--- src/rtl/asansor_pkg.sv ---
// Shared types and constants for the two-floor elevator controller.
package asansor_pkg;

    localparam int unsigned BTN_W   = 2;
    localparam int unsigned LED_W   = 2;
    localparam int unsigned TIMER_W = 8;

    localparam int unsigned DEF_TRAVEL_CYCLES = 4;
    localparam int unsigned DEF_DOOR_CYCLES   = 3;

    localparam logic FLOOR_0 = 1'b0;
    localparam logic FLOOR_1 = 1'b1;

    typedef enum logic [1:0] {
        IDLE = 2'd0,
        MOVE = 2'd1,
        DOOR = 2'd2
    } state_t;

    // One-hot floor indicator pattern for a given floor.
    function automatic logic [LED_W-1:0] floor_led(input logic floor);
        return (floor == FLOOR_1) ? 2'b10 : 2'b01;
    endfunction

endpackage

--- src/rtl/asansor_timer.sv ---
// Loadable 8-bit down-counter shared by travel and door timing.
module asansor_timer
    import asansor_pkg::*;
(
    input  logic               clk,
    input  logic               rst_n,
    input  logic               load,
    input  logic [TIMER_W-1:0] load_val,
    input  logic               dec,
    output logic               zero_c
);

    logic [TIMER_W-1:0] count;

    // Load has priority over decrement; the count saturates at zero.
    always_ff @(posedge clk) begin
        if (!rst_n) begin
            count <= '0;
        end else if (load) begin
            count <= load_val;
        end else if (dec && !zero_c) begin
            count <= count - TIMER_W'(1);
        end
    end

    assign zero_c = (count == '0);

endmodule

--- src/rtl/asansor_ctrl.sv ---
// Two-floor elevator controller: pending-call register, IDLE/MOVE/DOOR FSM,
// registered floor indicator. Optional macro ASANSOR_BTN_SYNC_EN inserts a
// two-flop synchronizer on the call buttons (two extra cycles of latency).
module asansor_ctrl
    import asansor_pkg::*;
#(
    parameter int unsigned TRAVEL_CYCLES = DEF_TRAVEL_CYCLES,
    parameter int unsigned DOOR_CYCLES   = DEF_DOOR_CYCLES
) (
    input  logic             i_clk,
    input  logic             i_rst,
    input  logic [BTN_W-1:0] i_btn,
    output logic [LED_W-1:0] o_led
);

    localparam logic [TIMER_W-1:0] TRAVEL_LOAD = TIMER_W'(TRAVEL_CYCLES - 1);
    localparam logic [TIMER_W-1:0] DOOR_LOAD   = TIMER_W'(DOOR_CYCLES - 1);

    state_t             state;
    logic               floor;
    logic [BTN_W-1:0]   pend;
    logic [BTN_W-1:0]   pend_nxt;
    logic [BTN_W-1:0]   btn;

    logic               ev_open;
    logic               ev_depart;
    logic               ev_arrive;
    logic               ev_reload;
    logic               ev_close;

    logic               tmr_load;
    logic               tmr_dec;
    logic               tmr_zero_c;
    logic [TIMER_W-1:0] tmr_load_val;

`ifdef ASANSOR_BTN_SYNC_EN
    logic [BTN_W-1:0] btn_meta;
    logic [BTN_W-1:0] btn_sync;

    // Two-flop synchronizer for the asynchronous call buttons.
    always_ff @(posedge i_clk) begin
        if (!i_rst) begin
            btn_meta <= '0;
            btn_sync <= '0;
        end else begin
            btn_meta <= i_btn;
            btn_sync <= btn_meta;
        end
    end

    assign btn = btn_sync;
`else
    assign btn = i_btn;
`endif

    // Decide this cycle's transition event; IDLE acts on registered calls only.
    always_comb begin
        ev_open   = 1'b0;
        ev_depart = 1'b0;
        ev_arrive = 1'b0;
        ev_reload = 1'b0;
        ev_close  = 1'b0;
        tmr_dec   = 1'b0;
        case (state)
            IDLE: begin
                // Current floor wins over the other floor when both are pending.
                if (pend[floor]) begin
                    ev_open = 1'b1;
                end else if (pend[~floor]) begin
                    ev_depart = 1'b1;
                end
            end
            MOVE: begin
                if (tmr_zero_c) begin
                    ev_arrive = 1'b1;
                end else begin
                    tmr_dec = 1'b1;
                end
            end
            DOOR: begin
                // A call for this floor keeps the door open instead of queuing.
                if (btn[floor]) begin
                    ev_reload = 1'b1;
                end else if (tmr_zero_c) begin
                    ev_close = 1'b1;
                end else begin
                    tmr_dec = 1'b1;
                end
            end
            default: ;
        endcase
    end

    // Timer control: every door opening or hold reloads the door time.
    assign tmr_load     = ev_open | ev_reload | ev_arrive | ev_depart;
    assign tmr_load_val = ev_depart ? TRAVEL_LOAD : DOOR_LOAD;

    // Latch new calls, then clear the call being served at this edge.
    always_comb begin
        pend_nxt = pend | btn;
        if (ev_open || ev_reload) begin
            pend_nxt[floor] = 1'b0;
        end
        if (ev_arrive) begin
            pend_nxt[~floor] = 1'b0;
        end
    end

    // State, floor, pending calls and indicator register.
    always_ff @(posedge i_clk) begin
        if (!i_rst) begin
            state <= IDLE;
            floor <= FLOOR_0;
            pend  <= '0;
            o_led <= floor_led(FLOOR_0);
        end else begin
            pend <= pend_nxt;
            case (state)
                IDLE: begin
                    if (ev_open) begin
                        state <= DOOR;
                    end else if (ev_depart) begin
                        state <= MOVE;
                        o_led <= '0;
                    end
                end
                MOVE: begin
                    if (ev_arrive) begin
                        state <= DOOR;
                        floor <= ~floor;
                        o_led <= floor_led(~floor);
                    end
                end
                DOOR: begin
                    if (ev_close) begin
                        state <= IDLE;
                    end
                end
                default: begin
                    state <= IDLE;
                    o_led <= floor_led(floor);
                end
            endcase
        end
    end

    asansor_timer u_timer (
        .clk      (i_clk),
        .rst_n    (i_rst),
        .load     (tmr_load),
        .load_val (tmr_load_val),
        .dec      (tmr_dec),
        .zero_c   (tmr_zero_c)
    );

endmodule

--- config.mk ---
export PLATFORM = sky130hd
export DESIGN_NAME = asansor_ctrl
export DESIGN_NICKNAME = d
export VERILOG_FILES = /design/src/rtl/asansor_pkg.sv /design/src/rtl/asansor_timer.sv /design/src/rtl/asansor_ctrl.sv
export SDC_FILE = /design/constraint.sdc
export NUM_CORES = 1
export LEC_CHECK = 0
export CORE_UTILIZATION = 42
export DETAILED_ROUTE_END_ITERATION = 16
export HOLD_SLACK_MARGIN = 0.1
export PLACE_DENSITY = 0.59
export SYNTH_ARGS = -nofsm -noshare
export SYNTH_HDL_FRONTEND = slang
export SYNTH_SLANG_ARGS = --single-unit
--- constraint.sdc ---
create_clock -name i_clk -period 2.3 [get_ports i_clk]
set_input_delay 0.23 -clock i_clk [delete_from_list [all_inputs] [get_ports i_clk]]
set_output_delay 0.23 -clock i_clk [all_outputs]
set_load 0.05 [all_outputs]
## Yosys cells after proc, flatten, opt, wreduce, memory -nomap -nowiden

Index checks and enable logic that the tools add are counted.

| word-level totals | value |
|---|---|
| output and inout port bits | 2 |
| register bits | 15 |
| input bits | 4 |

| operators by class | value |
|---|---|
| reduce and logical (&&, ||, !) cells | 11 |
| magnitude comparators | 4 |
| multiplexer cells | 40 |
| $add $sub $neg | 1 |
| equality and inequality tests | 7 |
| bitwise operators | 10 |

Operators by type and width:

| operator | number |
|---|---|
| $mux 1 | 22 |
| $mux 2 | 11 |
| $mux 8 | 2 |
| $pmux 2 s3 | 2 |
| $logic_not 8->1 | 1 |
| $ne 2x2->1 const B | 4 |
| $sub 8x1->8 const B | 1 |
| $and 2x2->2 | 2 |
| $lt 1x2->1 const B | 2 |
| $not 2->2 | 2 |
| $reduce_and 4->1 | 1 |
| $logic_and 1x1->1 | 3 |
| $ne 3x3->1 const B | 1 |
| $or 1x1->1 | 3 |
| $reduce_and 3->1 | 1 |
| $demux 1 s1 | 2 |
| $eq 2x1->1 const B | 1 |
| $eq 2x2->1 const B | 1 |
| $ge 1x1->1 const B | 2 |
| $logic_not 2->1 | 1 |
| $not 1->1 | 2 |
| $or 2x2->2 | 1 |
| $pmux 1 s2 | 1 |
| $reduce_and 2->1 | 1 |
| other kinds (3) | 3 |

## Depth between registers and ports, before layout

| logic depth | value |
|---|---|
| word-level depth | 9 |
| gate-level depth with buffers | 7 |
| mapped depth without buffers | 7 |

## By module

From an unflattened synthesis, not the netlist that was laid out.

| unflattened totals | value |
|---|---|
| cell total of the unflattened synthesis | 113 |
| area total of the unflattened synthesis | 979.7 um^2 |

Modules (own cells, without submodules):

| module | area each (um^2) | cells an instance | times used |
|---|---|---|---|
| asansor_timer | 508.0 | 58 | 1 |
| asansor_ctrl | 471.7 | 55 | 1 |

## Worst setup path after synthesis

No wires, ideal clock.

| path | value |
|---|---|
| kind | reg-to-reg |
| from | register u_timer.count[2] |
| to | register o_led[0] |
| required time | 2.174 ns |
| data arrival time | 1.433 ns |
| slack | 0.741 ns |
| stages on the path, launching flop included | 6 |
| buffers on the path | 0 |
| path through | dfxtp_1 -> nor4_4 -> nand3_1 -> a221o_1 -> mux2i_1 -> nand2_1 |

| between the ends | value |
|---|---|
| cells in the longest elaborated chain, start to end | 5 |

Ends and longest elaborated chain:

| element | RTL line | text |
|---|---|---|
| from (decl) | asansor_timer.sv:13 | `logic [TIMER_W-1:0] count;` |
| from (signal assigned) | asansor_timer.sv:20 | `count <= load_val;` |
| from (signal assigned) | asansor_timer.sv:22 | `count <= count - TIMER_W'(1);` |
| $logic_not 8->1 | asansor_timer.sv:26 | `assign zero_c = (count == '0);` |
| $mux 1 | asansor_ctrl.sv:74 | `if (tmr_zero_c) begin` |
| $mux 1 | asansor_ctrl.sv:64 | `case (state)` |
| $ne 2x2->1 (no source line) | n/a |  |
| $reduce_and 4->1 (no source line) | n/a |  |
| to (signal assigned) | asansor_ctrl.sv:115 | `o_led <= floor_led(FLOOR_0);` |
| to (signal assigned) | asansor_ctrl.sv:131 | `o_led <= floor_led(~floor);` |
| to (signal assigned) | asansor_ctrl.sv:141 | `o_led <= floor_led(floor);` |
| to (decl) | asansor_ctrl.sv:13 | `output logic [LED_W-1:0] o_led` |

Every way passes these cells.
A chain may end at the register's enable or synchronous reset.

## Worst setup path after layout

Ends and elaborated chain as after synthesis.

==> metrics.yaml <==
outcome:
  status: "finished clean"
cts:
  ctsResizeCount: 0
  path_clk_slew_ps: 90
  cts_num_sinks: 15
  hold_buffers: 0
  clk-insertion-delay-late_ps: 280
  cts_made_buffers: 3
  h-tree-depth: 1
  cts_setup_buffers: 0
  cts_root_buf: "clkbuf_4"
  cts_tree: "done"
  clockBufferDepth: 2
logic_synthesis:
  netlist_area_um2: 895
  synth_edf_count: 0
  yosysSeqAreaShare_pct: 33.6
  synthArstFlopShare_pct: 0
  yosysWarningCount: 0
  synth_ff_type: "dfxtp_1"
  synth_seq_cells: 15
  synthCells: 103
  syn-num-nets: 112
  synth_area_per_cell_um2: 8.69
  ys_types: 37
worst_setup_path:
  start_kind: "flop"
  worst-path-max-fanout: 6
  reg2reg_slack_ps: 590
  cp-end-kind: "flop"
  critPathRequiredTime_ps: 2470
  crit_chain: "nor4_4 -> nand3_1 -> a221o_1 -> mux2i_1 -> nand2_1"
  rr_endpoint: "o_led[0]"
  cpPeakStageDelay_ps: 440
  path_delay_family: "simple AND/OR/NAND/NOR gates"
  r2r_start: "u_timer.count[2]"
  worstSetupPathType: "reg -> reg"
  worstRegToRegCells: 5
  critPathArrivalTime_ps: 1870
  crit_path_top_delay_cell: "nor4_4"
  path_buf_inv: 0
sta:
  tightestPinTransition_ps: 485
  finalSetupTns_ps: 0
  rsz0062_at_grt: "false"
  skew_ps: 2.45
  max_freq_mhz: 586
  slew_viol_final: 0
  hold_viol_final: 0
  setup_viol: 0
  finalCritPeriodShare_pct: 74.2
  postLayoutSetupSlackWorst_ps: 594
  period_minus_slack_ps: 1710
  maxSlewHeadroom_pct: 67.6
global_route:
  grt-ovfl-total: 0
  grt_util_met2_pct: 22.7
  use_met1_pct: 25.0
  grt_start_max_net_pins: 10
  grt_use_total_pct: 16.8
  grt-busiest-layer: "met1"
  grt_pass1_wl_um: 2660
  first_global_vias: 630
  antenna_found_initial: 0
  use_met3_pct: 4.44
power_and_ir_drop:
  leakage_nw: 0.390
  p_per_area_mw_per_mm2: 1260
  max-vdd-ir-drop_mv: 0.566
  p_total_mw: 1.26
placement:
  placedInstanceArea_um2: 971
  dp_slack_ps: 523
  dp.final_hpwl_um: 1250
  numPortBuffers: 5
  routabilityCongestion: 0.759
floorplanning:
  rows: 16
  die_y_um: 48.2
  core_area_mm2: 0.00198
  pin_count: 6
  start_util_pct: 45.1
  die_area_mm2: 0.00232
  die_w_um: 48.2
layout:
  area_growth_pct: 11.5
  utilization_pct: 50.3
  diodes: 0
  nets: 120
  final_cell_mix: "15 x dfxtp_1, 14 x nor2_1, 9 x nand2_1, 8 x inv_1, 7 x xnor2_1"
  drive_above_1_share_pct: 11.8
  finalInstanceArea_um2: 997
  final_common_cell: "dfxtp_1"
route:
  drt_iter0_drc: 15
  routed_via_density: 5.15
  vias: 706
  wirelength_um: 1620
  drcViolationCount: 0
  wire_per_inst_um: 11.8
  firstDrtPassIters: 4
  ant_nets: 0
min_path:
  hold_end: "o_led[1]"
  hold_path_depth: 2
  hold_start: "o_led[1]"
  holdCritPathClass: "reg -> reg"
flow_run:
  drv_cap: 0
[sequential cells by signal, summed over array words and instances (netlist names)]
register,count
u_timer.count,8
pend,2
state,2
o_led,2
floor,1
[synthesized netlist by cell type (3+ instances only)]
master / count / area share [%]
a21oi_1: 3 / 1.7
xnor2_1: 7 / 6.9
nor2_1: 14 / 5.9
nand2_1: 9 / 3.8
nor4_1: 3 / 2.1
nand3_1: 3 / 1.7
dfxtp_1: 15 / 34
mux2i_1: 4 / 4.5
ha_1: 5 / 7.0
inv_1: 8 / 3.4
[power breakdown]
group | total, mW | switching (mW) | internal, mW
Clock | 0.154 | 0.0867 | 0.0673
Combinational | 0.727 | 0.410 | 0.317
Sequential | 0.376 | 0.0496 | 0.326
Total | 1.26 | 0.546 | 0.711
[metal layers]
metal	routed length (µm)	up-vias
li1	-	371
met5	0	-
met2	710	5
met4	24	0
met3	28	4
met1	857	326
[tightest hold or removal path: stages, from the launching register on]
cell and delay (ps):
dfxtp_1 320, nand3_1 60, o31ai_1 60
[logic make-up after synthesis]
family / count (synthesis) / share of synthesized area (%)
AND/OR/NAND/NOR: 43 / 25.5
multiplexers: 7 / 8.67
adder cells (fa/ha/maj): 5 / 6.99
XOR/XNOR: 8 / 7.83
flip-flops: 15 / 33.6
AO/OA/AOI/OAI: 14 / 12.4
buffers and inverters: 11 / 5.03
[worst max-delay path by stage]
stage	from	to	slack [ps]	cells past startpoint
after floorplan	u_timer.count[2]	o_led[0]	740	5
after global placement	i_btn[1]	u_timer.count[7]	550	6
after detailed placement	i_btn[1]	u_timer.count[1]	520	6
after CTS	u_timer.count[2]	o_led[1]	570	4
after global routing	u_timer.count[2]	state[1]	480	5
final	u_timer.count[2]	o_led[0]	590	5
[final cells by class]
cell class / count / area (µm²)
clock buffers: 4 / 26.3
fillers: 196 / 985
inverters: 8 / 30.0
multi-input cells: 77 / 549
flip-flops and latches: 15 / 300
well taps: 27 / 33.8
repair buffers: 6 / 57.6
[metrics by stage]
step | hold slack [ps] | instances
after floorplan | 454 | 103
after global placement | 457 | 133
after detailed placement | 481 | 133
after CTS | 494 | 137
after global routing | 521 | 137
final | 483 | 137
(Power assumes the default switching activity.)
